`src/rtl/mp_add_sequencer.sv`:
```
// Multi-precision add/subtract sequencer feeding a WORD_W-bit adder.
// Operands arrive least-significant word first over valid/ready. The carry is
// chained across words and each result is held in a one-entry output register.
//
// Ports:
//   clk, rst_n           clock, synchronous active-low reset
//   in_valid/in_ready    input beat handshake
//   in_a, in_b           operand words
//   in_first, in_last    operation framing
//   in_sub               subtract select (sampled on a first beat)
//   out_valid/out_ready  result handshake
//   out_sum, out_idx     result word and its index within the operation
//   out_last             final word of the operation
//   out_carry, out_ovf   final-word carry-out / signed overflow (0 otherwise)
//   out_err              protocol error on this beat
module mp_add_sequencer #(
    parameter int unsigned WORD_W = 64,
    parameter int unsigned IDX_W  = 8
) (
    input  logic              clk,
    input  logic              rst_n,
    input  logic              in_valid,
    output logic              in_ready,
    input  logic [WORD_W-1:0] in_a,
    input  logic [WORD_W-1:0] in_b,
    input  logic              in_first,
    input  logic              in_last,
    input  logic              in_sub,
    output logic              out_valid,
    input  logic              out_ready,
    output logic [WORD_W-1:0] out_sum,
    output logic [IDX_W-1:0]  out_idx,
    output logic              out_last,
    output logic              out_carry,
    output logic              out_ovf,
    output logic              out_err
);

    typedef enum logic {IDLE = 1'b0, BUSY = 1'b1} state_e;

    state_e state_q, state_d;

    logic              carry_q, carry_d;
    logic              sub_q, sub_d;
    logic [IDX_W-1:0]  idx_q, idx_d;

    logic              out_valid_q, out_valid_d;
    logic [WORD_W-1:0] out_sum_q, out_sum_d;
    logic [IDX_W-1:0]  out_idx_q, out_idx_d;
    logic              out_last_q, out_last_d;
    logic              out_carry_q, out_carry_d;
    logic              out_ovf_q, out_ovf_d;
    logic              out_err_q, out_err_d;

    logic              accept_c;
    logic              first_c;
    logic              sub_c;
    logic              cin_c;
    logic              err_c;
    logic [WORD_W-1:0] b_eff_c;
    logic [WORD_W:0]   sum_c;
    logic              cout_c;
    logic              ovf_c;

    // Ready depends only on the output register, never on in_valid.
    assign in_ready = !out_valid_q || out_ready;
    assign accept_c = in_valid && in_ready;

    // A beat starts a new operation if flagged first or nothing is in flight.
    assign first_c = in_first || (state_q == IDLE);
    assign err_c   = (state_q == IDLE) ? !in_first : in_first;
    assign sub_c   = first_c ? in_sub : sub_q;
    assign cin_c   = first_c ? in_sub : carry_q;
    assign b_eff_c = sub_c ? ~in_b : in_b;

    // Adder plus overflow taken from the carry into the MSB.
    assign sum_c  = {1'b0, in_a} + {1'b0, b_eff_c} + (WORD_W+1)'(cin_c);
    assign cout_c = sum_c[WORD_W];
    assign ovf_c  = (in_a[WORD_W-1] ^ b_eff_c[WORD_W-1] ^ sum_c[WORD_W-1]) ^ cout_c;

    // State register and datapath registers.
    always_ff @(posedge clk) begin
        if (!rst_n) begin
            state_q     <= IDLE;
            carry_q     <= 1'b0;
            sub_q       <= 1'b0;
            idx_q       <= '0;
            out_valid_q <= 1'b0;
            out_sum_q   <= '0;
            out_idx_q   <= '0;
            out_last_q  <= 1'b0;
            out_carry_q <= 1'b0;
            out_ovf_q   <= 1'b0;
            out_err_q   <= 1'b0;
        end else begin
            state_q     <= state_d;
            carry_q     <= carry_d;
            sub_q       <= sub_d;
            idx_q       <= idx_d;
            out_valid_q <= out_valid_d;
            out_sum_q   <= out_sum_d;
            out_idx_q   <= out_idx_d;
            out_last_q  <= out_last_d;
            out_carry_q <= out_carry_d;
            out_ovf_q   <= out_ovf_d;
            out_err_q   <= out_err_d;
        end
    end

    // Next-state: every accepted beat decides IDLE vs BUSY by in_last.
    always_comb begin
        state_d = state_q;
        if (accept_c) begin
            state_d = in_last ? IDLE : BUSY;
        end
    end

    // Chain state and output register next values.
    always_comb begin
        carry_d     = carry_q;
        sub_d       = sub_q;
        idx_d       = idx_q;
        out_valid_d = out_valid_q;
        out_sum_d   = out_sum_q;
        out_idx_d   = out_idx_q;
        out_last_d  = out_last_q;
        out_carry_d = out_carry_q;
        out_ovf_d   = out_ovf_q;
        out_err_d   = out_err_q;
        if (accept_c) begin
            carry_d     = cout_c;
            sub_d       = sub_c;
            idx_d       = first_c ? IDX_W'(1) : idx_q + IDX_W'(1);
            out_valid_d = 1'b1;
            out_sum_d   = sum_c[WORD_W-1:0];
            out_idx_d   = first_c ? '0 : idx_q;
            out_last_d  = in_last;
            out_carry_d = in_last && cout_c;
            out_ovf_d   = in_last && ovf_c;
            out_err_d   = err_c;
        end else if (out_ready) begin
            out_valid_d = 1'b0;
        end
    end

    assign out_valid = out_valid_q;
    assign out_sum   = out_sum_q;
    assign out_idx   = out_idx_q;
    assign out_last  = out_last_q;
    assign out_carry = out_carry_q;
    assign out_ovf   = out_ovf_q;
    assign out_err   = out_err_q;

endmodule

```
`config.mk`:
```
export PLATFORM = sky130hd
export DESIGN_NAME = mp_add_sequencer
export DESIGN_NICKNAME = d
export VERILOG_FILES = /design/src/rtl/mp_add_sequencer.sv
export SDC_FILE = /design/constraint.sdc
export NUM_CORES = 1
export LEC_CHECK = 0
export ABC_CLOCK_PERIOD_IN_PS = 10100
export CAP_MARGIN = 10
export CORE_UTILIZATION = 53
export CTS_CLUSTER_SIZE = 40
export DETAILED_ROUTE_END_ITERATION = 7
export PLACE_DENSITY = 0.85
export SLEW_MARGIN = 20
export SYNTH_ARGS = -nofsm -noshare
export SYNTH_HDL_FRONTEND = slang
export SYNTH_SLANG_ARGS = --single-unit
```
`constraint.sdc`:
```
create_clock -name clk -period 10.1 [get_ports clk]
set_clock_uncertainty 0.2 [all_clocks]
set_input_delay 2.02 -clock clk [delete_from_list [all_inputs] [get_ports clk]]
set_output_delay 2.02 -clock clk [all_outputs]
set_load 0.02 [all_outputs]
```
==> qor.txt, run 1 <==
status: complete, no violations
setup TNS: 0 ns
num rows: 42
DR vias: 7913
Total Power: 0.00149 W
Die Span X: 120 um
number of detailed-route iterations in the first pass: 5
Setup crit end: out_sum[63]
Hold Fails Final Rpt: 0
r2r worst-path depth: 17
Reg-to-Reg Start: state_q
worst path required time: 10.13 ns
Crit Path Max Fanout: 34
relative slew slack: 31.5%
power per cell area: 151 nW/um^2
Port Buffers: 212
CTS buffer count: 9
final RePlAce weighted congestion: 0.941
Peak supply drop: 97.8 uV
synthesis-to-finish area growth: 33.7%
syn_nets: 1203
dominant synthesized flop cell: dfxtp_1
Cell Area, Synth: 7390 sq um
first-pass GRT wire length: 35.9 mm
First DRT Iteration DRCs: 640
worst-path cell chain: clkdlybuf4s50_1, inv_1, ha_1, mux2i_4, buf_4, buf_4, xnor2_1, ha_1, nand4_1, or4_1, nor3_1, o2111ai_1, o22ai_1, o21ai_1, a21oi_1, nor2_1, a21oi_1, xnor2_1, o21ai_1
Post-Syn Area per Cell: 7.38 sq um
M2 GR Usage: 52.7%
HPWL after detailed placement: 16.7 mm
Post-DRT Antenna Nets: 0
fin crit share: 70.3%
LEAKAGE: 3.82 nW
Yosys top cell by area: dfxtp_1
most used routing layer: met2
clk root buf: clkbuf_16
Worst R2R Setup Slack: 4.78 ns
Initial Util: 55.1%
Slowest Stage Delay on Critical Path: 0.62 ns
Crit. End Element: flop
Pins Over Slew Limit: 0
Layout Nets: 1376
Reg2Reg Capture Point: out_sum[63]
Slew @ Worst Pin: 1.02 ns
initial antenna violation count: 0
Residual DRC: 0
gr ovfl total: 0
Post-CTS Setup Inserts: 0
asr flop ratio synth: 0%
Resized cells post-CTS: 0
EDFF count, synth: 0
CTS max path bufs: 2
synth top area cells: dfxtp_1 (24%), xnor2_1 (12%), ha_1 (11%)
WP data arrival: 7.13 ns
Synth top area share: 23.8%
Worst Setup SP: in_first
clock-pin transition on the worst setup and hold timing paths: 0.07 ns
Die Ht: 120 um
WP buf/inv: 4
Synth cell types: 60
largest net degree at the start of global routing: 84
H-tree Lvls: 3
M1 GR Usage: 40.0%
Seq/Total Area, Yosys: 23.8%
Detailed Route WL: 22.4 mm
RSZ-0062 raised after global routing: false
Post-CTS Hold Buffers: 0
HP Class: flop to flop
Setup Viol. Count Final: 0
Antenna Cells: 0
CTS tree: built
met3 Usage GRT: 4.56%
critical path's slowest cell: or4_1
Total Routing Usage GR: 31.0%
post-DR wirelength/cell: 16.5 um
CP startpoint kind: input port
latest clock arrival within the worst-skew pair: 0.35 ns
Highest Clock Rate: 141 MHz
die area: 14400 sq um
Final min period: 7.10 ns
number of synthesized register bits: 88
Max-Cap Viols: 0
core area: 13400 sq um
routed vias/inst: 5.84
Crit path max-delay family: buffers and inverters
CTS sink cnt: 88
Fillers: 1056
io pins: 213
Ys Warns: 0
share of post-route cells with drive strength above 1: 2.80%
Setup Crit Path Kind: input port to flop
number of global-route vias before repair: 7385
Cells after Synth: 1001
Levels on crit path: 19
[power by group]
part	internal, W	switching (W)	leakage (nW)
Clock	0.000196	0.000151	0.146
Sequential	0.000387	0.0000220	0.722
Combinational	0.000328	0.000403	2.95
[cells by family (layout without fill, tap and decap cells)]
kind of cell,after synthesis,count (layout),synth area share (%)
compound gates,309,309,25.6
xor+xnor,119,119,14.1
fa+ha+maj,67,67,11.5
buf+inv,73,251,3.72
flops,88,88,23.8
mux,7,7,0.965
simple gates,338,338,20.3
[worst min path at each step]
stage                      startpoint           to  slack, ns  depth (start not counted)
final                     out_sum[16]  out_sum[16]       0.25                          2
after global placement    out_sum[38]  out_sum[38]       0.24                          2
after CTS                 out_sum[16]  out_sum[16]       0.25                          2
after floorplan              idx_q[7]   out_idx[7]       0.24                          2
after global routing       out_idx[1]   out_idx[1]       0.27                          2
after detailed placement  out_sum[16]  out_sum[16]       0.24                          2
[through the flow]
step	utilization [%]	cells	cell area, sq um	worst slack, ns	hold slack [ns]
2_1_floorplan	-	1001	7390	3.42	0.237
3_3_place_gp	71.4	1339	9570	2.80	0.237
5_1_grt	73.7	1355	9880	2.62	0.271
4_1_cts	73.7	1355	9880	3.02	0.252
6_report	73.7	1355	9880	3.00	0.250
3_5_place_dp	71.5	1339	9580	2.69	0.245
[flip-flops by register name, summed over array words and instances, names as in the netlist]
signal and flops:
out_err 1, idx_q 8, out_sum 64, out_ovf 1, out_valid 1, sub_q 1, out_carry 1, out_idx 8
state_q 1, carry_q 1, out_last 1
[final cells by class]
class	count	area [sq um]	area share [%]
Multi-Input combinational cell	840	5370	54.3
Timing Repair Buffer	216	2150	21.8
Sequential cell	88	1760	17.8
Clock buffer	10	229	2.32
Tap cell	176	220	2.23
Clock inverter	6	75.1	0.760
Inverter	19	73.8	0.747
[cell usage after synthesis, types with 3 or more instances]
cell / count
a21oi_1: 147
and2_1: 5
o21a_1: 8
o21ai_0: 27
o2111ai_1: 3
a41oi_1: 3
mux2i_1: 6
o21bai_1: 13
and3_1: 10
xnor2_1: 102
inv_1: 19
nor2b_1: 6
o21ai_1: 24
or3_1: 9
a221o_1: 4
nor2_1: 60
clkbuf_1: 43
o211ai_1: 6
dfxtp_1: 88
a31oi_1: 8
buf_1: 10
nand3_1: 28
a21o_1: 28
a211o_1: 3
a211oi_1: 12
ha_1: 65
nand2_1: 171
xor2_1: 17
nand4_1: 23
o22ai_1: 3
nand2b_1: 3
nor3_1: 14
[worst register-to-register path, cell delays in order (launching register included)]
cell	delay, ns
dfxtp_1	0.34
ha_1	0.28
mux2i_4	0.29
buf_4	0.46
buf_4	0.60
xnor2_1	0.14
ha_1	0.45
nand4_1	0.24
or4_1	0.62
nor3_1	0.20
o2111ai_1	0.22
o22ai_1	0.27
o21ai_1	0.14
a21oi_1	0.21
nor2_1	0.07
a21oi_1	0.24
xnor2_1	0.16
o21ai_1	0.07
[cells in the final DEF (no fill, tap or decap), drive strengths merged, types with 2 or more instances in the layout]
cell type | synthesis | final
o21a | 8 | 8
a211o | 3 | 3
a21oi | 147 | 147
nor3 | 14 | 14
fa | 2 | 2
clkbuf | 43 | 10
buf | 11 | 4
mux2i | 6 | 6
and3 | 10 | 10
ha | 65 | 65
or2 | 2 | 2
nor2b | 6 | 6
nand2b | 3 | 3
and2 | 5 | 5
nor2 | 60 | 60
nand3 | 28 | 28
and4 | 2 | 2
a211oi | 12 | 12
clkdlybuf4s50 | 0 | 212
dfxtp | 88 | 88
inv | 19 | 22
nand4 | 23 | 23
o211ai | 7 | 7
a2111o | 2 | 2
a21o | 29 | 29
o21ai | 52 | 52
a21boi | 2 | 2
a221o | 4 | 4
xnor2 | 102 | 102
o22ai | 3 | 3
or3 | 9 | 9
a2bb2oi | 2 | 2
o2111ai | 3 | 3
a41oi | 3 | 3
o21bai | 13 | 13
xor2 | 17 | 17
o31a | 2 | 2
a31oi | 9 | 9
nand2 | 171 | 171
[layer usage]
metal  vias to the layer above  part of all wire, %  wire length (um)
met5                         -                    0                 0
met1                      3627                   43              9600
met4                         0                  1.9               428
met2                       351                   48             10700
li1                       3899                    -                 -
met3                        36                  7.5              1680
Power figures use the tool's default switching activity.
==> run 2: changes to the inputs <==
--- a/config.mk
+++ b/config.mk
@@ -5,12 +5,12 @@
 export SDC_FILE = /design/constraint.sdc
 export NUM_CORES = 1
 export LEC_CHECK = 0
-export ABC_CLOCK_PERIOD_IN_PS = 10100
+export ABC_CLOCK_PERIOD_IN_PS = 6100
 export CAP_MARGIN = 10
-export CORE_UTILIZATION = 53
+export CORE_UTILIZATION = 44
 export CTS_CLUSTER_SIZE = 40
 export DETAILED_ROUTE_END_ITERATION = 7
-export PLACE_DENSITY = 0.85
+export PLACE_DENSITY = 0.75
 export SLEW_MARGIN = 20
 export SYNTH_ARGS = -nofsm -noshare
 export SYNTH_HDL_FRONTEND = slang
==> constraint.sdc (replaced) <==
create_clock -name clk -period 6.1 [get_ports clk]
set_clock_uncertainty 0.2 [all_clocks]
set_input_delay 1.22 -clock clk [delete_from_list [all_inputs] [get_ports clk]]
set_output_delay 1.22 -clock clk [all_outputs]
set_load 0.02 [all_outputs]
==> run 2 against run 1 <==
  * Die area rose by 20%
  * First-iteration DRC count fell by 27%
  * Critical path depth did not move
  * Final cell count rose by 4.1%
  * Non-clock buffer count rose by 13
  * Utilization fell by 13 points
  * Cell area rose by 1.4%
  * Clock power rose by 52%
  * Via count fell by 0.95%
==> qor.txt, run 2 (synthesis gave the netlist of run 1 again) <==
worst path required time: 6.17 ns (was 10.13 ns)
placed cell areas: 9740 sq um (was 9580 sq um)
r2r worst-path depth: 17 (unchanged)
Worst R2R Setup Slack: 1.37 ns (was 4.78 ns)
WP buf/inv: 4 (unchanged)
M2 GR Usage: 45.4% (was 52.7%)
clock-pin transition on the worst setup and hold timing paths: 0.07 ns (about the same)
Pins Over Slew Limit: 0 (unchanged)
Detailed Route WL: 22.8 mm (was 22.4 mm)
Crit path max-delay family: simple AND/OR/NAND/NOR gates (was buffers and inverters)
gr ovfl total: 0 (unchanged)
Post-CTS Setup Inserts: 0 (unchanged)
Fillers: 1549 (was 1056)
number of global-route vias before repair: 7523 (was 7385)
CTS sink cnt: 88 (unchanged)
Slowest Stage Delay on Critical Path: 0.62 ns (about the same)
Largest register FFs: 64 (unchanged)
Setup Crit Path Kind: input port to flop (unchanged)
design area: 10000 sq um (was 9880 sq um)
status: complete, no violations (unchanged)
Final min period: 5.74 ns
latest clock arrival within the worst-skew pair: 0.35 ns (about the same)
power per cell area: 243 nW/um^2 (was 151 nW/um^2)
Max-Cap Viols: 0 (unchanged)
core area: 16500 sq um (was 13400 sq um)
largest net degree at the start of global routing: 79 (was 84)
commonest non-fill, non-tap cell in the layout: clkdlybuf4s50_1 (unchanged)
Total Routing Usage GR: 26.5% (was 31.0%)
Die Ht: 132 um (was 120 um)
Slew @ Worst Pin: 1.01 ns (was 1.02 ns)
placed insts: 1396 (was 1339)
synthesis-to-finish area growth: 35.6% (was 33.7%)
first-pass GRT wire length: 37.1 mm (was 35.9 mm)
Antenna Cells: 0 (unchanged)
worst-path cell chain: clkdlybuf4s50_1, inv_1, ha_2, mux2i_4, buf_4, buf_12, xnor2_1, ha_1, nand4_1, or4_1, nor3_1, o2111ai_1, o22ai_1, o21ai_1, a21oi_1, nor3_1, xnor2_1, nand2_1, a21oi_1 (was clkdlybuf4s50_1, inv_1, ha_1, mux2i_4, buf_4, buf_4, xnor2_1, ha_1, nand4_1, or4_1, nor3_1, o2111ai_1, o22ai_1, o21ai_1, a21oi_1, nor2_1, a21oi_1, xnor2_1, o21ai_1)
die area: 17300 sq um (was 14400 sq um)
RSZ-0062 raised after global routing: false (unchanged)
LEAKAGE: 3.86 nW (was 3.82 nW)
CTS max path bufs: 2 (unchanged)
Setup Viol. Count Final: 0 (unchanged)
initial antenna violation count: 0 (unchanged)
relative slew slack: 32.4% (was 31.5%)
critical path's slowest cell: or4_1 (unchanged)
share of post-route cells with drive strength above 1: 4.03% (was 2.80%)
routed vias/inst: 5.55 (was 5.84)
setup TNS: 0 ns (unchanged)
HP Start: out_sum[38] (was out_sum[16])
Initial Util: 44.9% (was 55.1%)
Highest Clock Rate: 174 MHz
First DRT Iteration DRCs: 469 (was 640)
Peak supply drop: 145 uV (was 97.8 uV)
number of detailed-route iterations in the first pass: 7 (was 5)
DR vias: 7838 (was 7913)
Crit. End Element: flop (unchanged)
final RePlAce weighted congestion: 0.952 (was 0.941)
most frequent cells in the layout: clkdlybuf4s50_1 (212), nand2_1 (170), a21oi_1 (147), xnor2_1 (102), dfxtp_1 (88) (unchanged)
Reg-to-Reg Start: state_q (unchanged)
clk root buf: clkbuf_16 (unchanged)
io pins: 213 (unchanged)
CP startpoint kind: input port (unchanged)
Reg2Reg Capture Point: out_sum[61] (was out_sum[63])
fin crit share: 94.1%
CTS buffer count: 9 (unchanged)
H-tree Lvls: 3 (unchanged)
Layout Nets: 1389 (was 1376)
most used routing layer: met2 (unchanged)
M1 GR Usage: 34.5% (was 40.0%)
Hold Fails Final Rpt: 0 (unchanged)
post-DR wirelength/cell: 16.2 um (was 16.5 um)
final std cells w/o fill: 1411 (was 1355)
Resized cells post-CTS: 0 (unchanged)
HP Class: flop to flop (unchanged)
Post-DRT Antenna Nets: 0 (unchanged)
Hold EP: out_sum[38] (was out_sum[16])
Levels on crit path: 19 (unchanged)
Residual DRC: 0 (unchanged)
HPWL after detailed placement: 17.3 mm (was 16.7 mm)
Post-CTS Hold Buffers: 0 (unchanged)
met3 Usage GRT: 4.09% (was 4.56%)
WP data arrival: 5.81 ns (was 7.13 ns)
Port Buffers: 212 (unchanged)
Hold Path Depth: 2 (unchanged)
CTS tree: built (unchanged)
num rows: 47 (was 42)
Die Span X: 132 um (was 120 um)
Crit Path Max Fanout: 35 (was 34)
[run 2: cell count changes in the layout (fill, tap and decap cells not counted), sizes merged]
cell / change
bufinv: -1
clkbuf: -1
inv: -1
buf: +13
clkinvlp: +2
[run 2: metrics by stage]
stage / power (W) / setup slack (ns) / utilization [%] / hold slack [ns]
4_1_cts: 0.00243 / 0.320 / 60.8 / 0.253
3_5_place_dp: 0.00190 / -0.0370 / 59.2 / 0.245
3_3_place_gp: 0.00190 / 0.0613 / 59.1 / 0.239
5_1_grt: 0.00259 / 0.0731 / 60.8 / 0.277
6_report: 0.00243 / 0.358 / 60.8 / 0.251
2_1_floorplan: 0.00148 / 0.219 / - / 0.237
[run 2: area by class of cell]
cell class,instances,area [sq um],area share (%)
Clock buffer,9,225,2.25
Tap cell,220,275,2.75
Clock inverter,6,45.0,0.450
Sequential cell,88,1760,17.6
Inverter,19,73.8,0.737
Multi-Input combinational cell,840,5370,53.6
Timing Repair Buffer,229,2260,22.6
[run 2: worst register-to-register path, cell delays in order, from the launching register on]
cell and delay (ns):
dfxtp_1 0.33, ha_2 0.27, mux2i_4 0.26, buf_4 0.19, buf_12 0.26, xnor2_1 0.12, ha_1 0.42, nand4_1 0.23
or4_1 0.62, nor3_1 0.22, o2111ai_1 0.21, o22ai_1 0.27, o21ai_1 0.16, a21oi_1 0.26, nor3_1 0.10, xnor2_1 0.20
nand2_1 0.13, a21oi_1 0.19
[run 2: worst max-delay path by stage]
stage                         from          end  slack, ns
after floorplan           in_first    out_carry       0.22
after global placement    in_first  out_sum[63]       0.06
after detailed placement  in_first  out_sum[63]      -0.04
after CTS                 in_first  out_sum[63]       0.32
after global routing      in_first  out_sum[61]       0.07
final                     in_first  out_sum[61]       0.36
[run 2: report_power, final]
group	internal (W)	leakage [nW]	switching (W)
registers	0.000641	0.722	0.0000396
logic	0.000560	3.02	0.000665
clock network	0.000276	0.124	0.000251
[run 2: layer usage]
layer / wire length (um) / up-vias / share of wire (%)
li1: - / 3912 / -
met1: 10200 / 3623 / 45
met2: 10700 / 279 / 47
met3: 1550 / 24 / 6.8
met4: 323 / 0 / 1.4
met5: 0 / - / 0
